--- src/rtl/mem_port_arbiter.sv ---
// Two-port arbiter in front of a single-ported, fixed-latency memory: fetch reads and
// memory-stage reads/writes take turns, with per-port stall/done and a halt-time dump.
module mem_port_arbiter #(
  parameter int LATENCY = 4,
  parameter int AW      = 16,
  parameter int DW      = 16
) (
  input  logic          clk,
  input  logic          rst,
  input  logic          if_req,
  input  logic [AW-1:0] if_addr,
  output logic [DW-1:0] if_rdata,
  output logic          if_stall,
  output logic          if_done,
  input  logic          dm_rd,
  input  logic          dm_wr,
  input  logic [AW-1:0] dm_addr,
  input  logic [DW-1:0] dm_wdata,
  output logic [DW-1:0] dm_rdata,
  output logic          dm_stall,
  output logic          dm_done,
  input  logic          halt,
  output logic          mem_en,
  output logic          mem_wr,
  output logic [AW-1:0] mem_addr,
  output logic [DW-1:0] mem_wdata,
  input  logic [DW-1:0] mem_rdata,
  output logic          mem_dump
);

  typedef enum logic [2:0] {IDLE, ISSUE, WAIT, RESP, HALTED} state_t;

  localparam logic [3:0] CNT_INIT = 4'(LATENCY - 1);

  state_t        state, state_nxt;
  logic [3:0]    cnt_q;
  logic          gnt_data_q;
  logic          last_data_q;
  logic          wr_q;
  logic          dump_q;
  logic          halt_pend_q;
  logic [AW-1:0] addr_q;
  logic [DW-1:0] wdata_q;

  logic dm_pend;
  logic halt_now;
  logic grant_data;
  logic grant;
  logic active;
  logic capture;

  always_comb begin
    dm_pend    = dm_rd | dm_wr;
    halt_now   = halt | halt_pend_q;
    // On a tie the port that did not win last time goes first.
    grant_data = dm_pend & (~if_req | ~last_data_q);
    grant      = (state == IDLE) & ~halt_now & (dm_pend | if_req);
    active     = (state == ISSUE) | (state == WAIT) | (state == RESP);
    capture    = ~wr_q & (((state == ISSUE) & (LATENCY == 1)) |
                          ((state == WAIT) & (cnt_q == 4'd1)));
  end

  always_comb begin
    state_nxt = state;
    case (state)
      IDLE: begin
        if (halt_now)
          state_nxt = HALTED;
        else if (dm_pend | if_req)
          state_nxt = ISSUE;
      end
      ISSUE:   state_nxt = (LATENCY == 1) ? RESP : WAIT;
      WAIT:    if (cnt_q == 4'd1) state_nxt = RESP;
      RESP:    state_nxt = IDLE;
      HALTED:  state_nxt = HALTED;
      default: state_nxt = IDLE;
    endcase
  end

  always_comb begin
    mem_en    = (state == ISSUE);
    mem_wr    = active & wr_q;
    mem_addr  = active ? addr_q : '0;
    mem_wdata = active ? wdata_q : '0;
    mem_dump  = dump_q;
    if_done   = (state == RESP) & ~gnt_data_q;
    dm_done   = (state == RESP) & gnt_data_q;
    if_stall  = if_req & ~if_done;
    dm_stall  = dm_pend & ~dm_done;
  end

  always_ff @(posedge clk) begin
    if (rst) begin
      state       <= IDLE;
      cnt_q       <= 4'd0;
      gnt_data_q  <= 1'b0;
      last_data_q <= 1'b0;
      wr_q        <= 1'b0;
      dump_q      <= 1'b0;
      halt_pend_q <= 1'b0;
      if_rdata    <= '0;
      dm_rdata    <= '0;
    end else begin
      state  <= state_nxt;
      dump_q <= (state == IDLE) & halt_now;
      // A halt seen mid-transaction is remembered so the dump still follows.
      if (halt & active)
        halt_pend_q <= 1'b1;
      if (grant) begin
        gnt_data_q  <= grant_data;
        last_data_q <= grant_data;
        wr_q        <= grant_data & dm_wr;
      end
      if (state == ISSUE)
        cnt_q <= CNT_INIT;
      else if (state == WAIT)
        cnt_q <= cnt_q - 4'd1;
      if (capture) begin
        if (gnt_data_q)
          dm_rdata <= mem_rdata;
        else
          if_rdata <= mem_rdata;
      end
    end
  end

  // Address/write data are only visible while a transaction is active, so no reset needed.
  always_ff @(posedge clk) begin
    if (grant) begin
      addr_q  <= grant_data ? dm_addr : if_addr;
      wdata_q <= grant_data ? dm_wdata : '0;
    end
  end

endmodule

--- config.mk ---
export PLATFORM = sky130hd
export DESIGN_NAME = mem_port_arbiter
export DESIGN_NICKNAME = d
export VERILOG_FILES = /design/src/rtl/mem_port_arbiter.sv
export SDC_FILE = /design/constraint.sdc
export NUM_CORES = 1
export LEC_CHECK = 0
export BUFFER_PORTS_ARGS = -buffer_cell sky130_fd_sc_hd__buf_2
export CAP_MARGIN = 20
export CORE_MARGIN = 2
export CORE_UTILIZATION = 45
export DETAILED_ROUTE_END_ITERATION = 8
export GPL_TIMING_DRIVEN = 0
export PLACE_DENSITY = 0.75
export SYNTH_ARGS = -nofsm -noshare
export SYNTH_HDL_FRONTEND = slang
export SYNTH_SLANG_ARGS = --single-unit
--- constraint.sdc ---
create_clock -name clk -period 8.7 [get_ports clk]
set_input_delay 1.305 -clock clk [delete_from_list [all_inputs] [get_ports clk]]
set_output_delay 1.305 -clock clk [all_outputs]
set_load 0.05 [all_outputs]
==> summary.txt <==
post-route antenna net violation count -> 0
synthesized area per cell -> 11.2 sq um
DP HPWL -> 5.91 mm
Layout Nets -> 532
Synth Warn # -> 0
FF/Latch Area -> 1820 sq um
max-capacitance violation count -> 0
initial drt markers -> 178
CTS Buffer Depth -> 2
Worst Setup End Kind -> output pin
Final Max Slew Viols -> 0
postcts setup bufs -> 0
Skew-Pair Late Insertion Delay -> 0.34 ns
largest net degree at the start of global routing -> 14
status -> finished clean
Inserted Diodes -> 0
GR Util All Layers -> 0.187
Synth Register Bits -> 75
Initial Util -> 0.468
minimum clock period -> 3.34 ns
syn_nets -> 378
highest clock rate -> 0.299 GHz
Vias -> 2,732
initial antenna violation count -> 0
Min Hold Slack -> 0.470 ns
register clock-pin slew on the reported worst setup and hold paths -> 0.08 ns
CTS tree -> done
H-tree levels -> 3
area of the mapped netlist -> 3430 sq um
Clock Skew -> 0.0122 ns
layout cells sized above 1 -> 0.394
Slew @ Worst Pin -> 0.609 ns
Hold Path Class -> flip-flop to flip-flop
synthesized instance count -> 306
commonest non-fill, non-tap cell in the layout -> buf_2
Final Hold Vio Count -> 0
CTS root buf -> clkbuf_8
# setup viols final -> 0
crit path max fanout -> 10
post-synthesis sequential area ratio -> 0.531
site row count -> 31
Leak -> 0.00204 uW
Avg WL per Cell -> 13.7 um
Area Growth Syn to Fin -> 30.2%
power per cell area -> 192 nW/um^2
GPL Wtd Cong -> 0.873
period utilisation layout -> 0.384
filler cell count -> 624
area of the die -> 8340 sq um
vias in the first global route -> 2,547
Yosys top cell by area -> edfxtp_1
critical path class -> flip-flop to output pin
DRT Pass-1 Iters -> 4
most used cells in the layout excluding fill and tap cells -> buf_2 (143), nand2b_1 (52), and2_1 (49)
VDD IR max -> 0.113 mV
Remaining DRCs -> 0
die width -> 91.3 um
area of the multi-input gates -> 1500 sq um
total gr overflow -> 0
Core ar. -> 7330 sq um
Routed WL -> 7.73 mm
CTS Buf Count -> 9
Worst slew margin -> 0.591
register-to-register setup slack -> 6.43 ns
share of the synthesized area in the top cell type -> 0.280
# IOs -> 141
synth top area cells -> edfxtp_1 (28%), dfxtp_1 (25%), mux2i_1 (9.6%), nand2b_1 (9.5%), and2_1 (8.9%)
drt via density -> 4.84
CTS resizes -> 0
first-pass GRT wire length -> 12.3 mm
Worst Path Arrival -> 2.04 ns
CTS sink cnt -> 75
Final Power -> 859 uW
Worst EP required -> 7.39 ns
die height -> 91.3 um
Post-CTS Hold Buffers -> 0
CP Launch Type -> flip-flop
PortBufs -> 139
Setup Total Neg Slack -> 0 ns
RSZ-0062 raised after global routing -> false
post-synth cell types -> 35
cell type report:
| class | count | area share |
|---|---|---|
| sequential | 75 | 0.408 |
| multi-input combinational | 205 | 0.335 |
| timing repair buffer | 143 | 0.162 |
| clock buffer | 12 | 0.0347 |
| tap | 99 | 0.0277 |
| buffer | 21 | 0.0221 |
| clock inverter | 4 | 0.00588 |
| inverter | 5 | 0.00420 |
flip-flops by register name (all words and copies together), names as in the netlist:
register and cells:
addr_q 16, cnt_q 4, dm_rdata 16, halt_pend_q 1, if_rdata 16, last_data_q 1, mem_dump 1, state 3
wdata_q 16, wr_q 1
worst max-delay path, cell delays in order (launching register included):
cell,delay (ns)
dfxtp_1,0.34
clkbuf_1,0.37
o21ba_2,0.26
clkbuf_1,0.29
and2_1,0.19
buf_2,0.26
worst paths after layout:
check,startpoint,endpoint,depth (start not counted)
min,dm_rdata[10],dm_rdata[10],2
max reg2reg,state[2],addr_q[2],5
min reg2reg,dm_rdata[10],dm_rdata[10],2
max,state[1],mem_addr[6],5
cell usage after synthesis, drive strengths merged:
cell type and instances:
nor3 9, or4 1, clkbuf 15, a21oi 4, nor4 2, o221ai 1, buf 6, nand3 3
or3b 1, ha 2, a2bb2oi 1, o21ai 3, mux2 16, dfxtp 43, o22ai 2, nor2b 1
nor4b 2, inv 5, mux2i 33, edfxtp 32, nor2 7, a31oi 1, nand2 1, and2 49
and3 1, nor3b 3, a211oi 2, nand2b 52, o21ba 1, or4b 1, o32ai 1, or3 3
a221oi 1, xnor2 1
routing by layer:
metal / GRT usage / vias up / wire length [um]
met5: 0 / - / 0
met4: 0.0505 / 0 / 97
met3: 0.0639 / 11 / 684
met2: 0.295 / 112 / 3620
met1: 0.245 / 1253 / 3330
li1: - / 1356 / -
where the power goes:
part           internal (uW)  total [uW]  switching (uW)  leakage [uW]
sequential               399         409            10.5      0.000650
combinational           71.9         209             137       0.00130
clock                    119         241             122     0.0000924
total                    589         859             270       0.00204
per-stage QoR:
step           utilization  area [sq um]  setup WS (ns)  std cells
2_1_floorplan            -          3430           3.31        306
4_1_cts              0.609          4470           5.33        564
3_3_place_gp         0.580          4250           1.95        544
3_5_place_dp         0.585          4290           5.45        548
6_report             0.609          4470           5.36        564
5_1_grt              0.609          4470           5.18        564
logic make-up (layout without fill, tap and decap cells):
group,Yosys count,count (layout),synth area share
AO/OA/AOI/OAI,17,17,0.0332
XOR/XNOR,1,1,0.00255
adder cells (fa/ha/maj),2,2,0.00730
buffers and inverters,26,185,0.0343
flip-flops,75,75,0.531
multiplexers,49,49,0.149
AND/OR/NAND/NOR,136,136,0.243
Power figures use the tool's default switching activity.
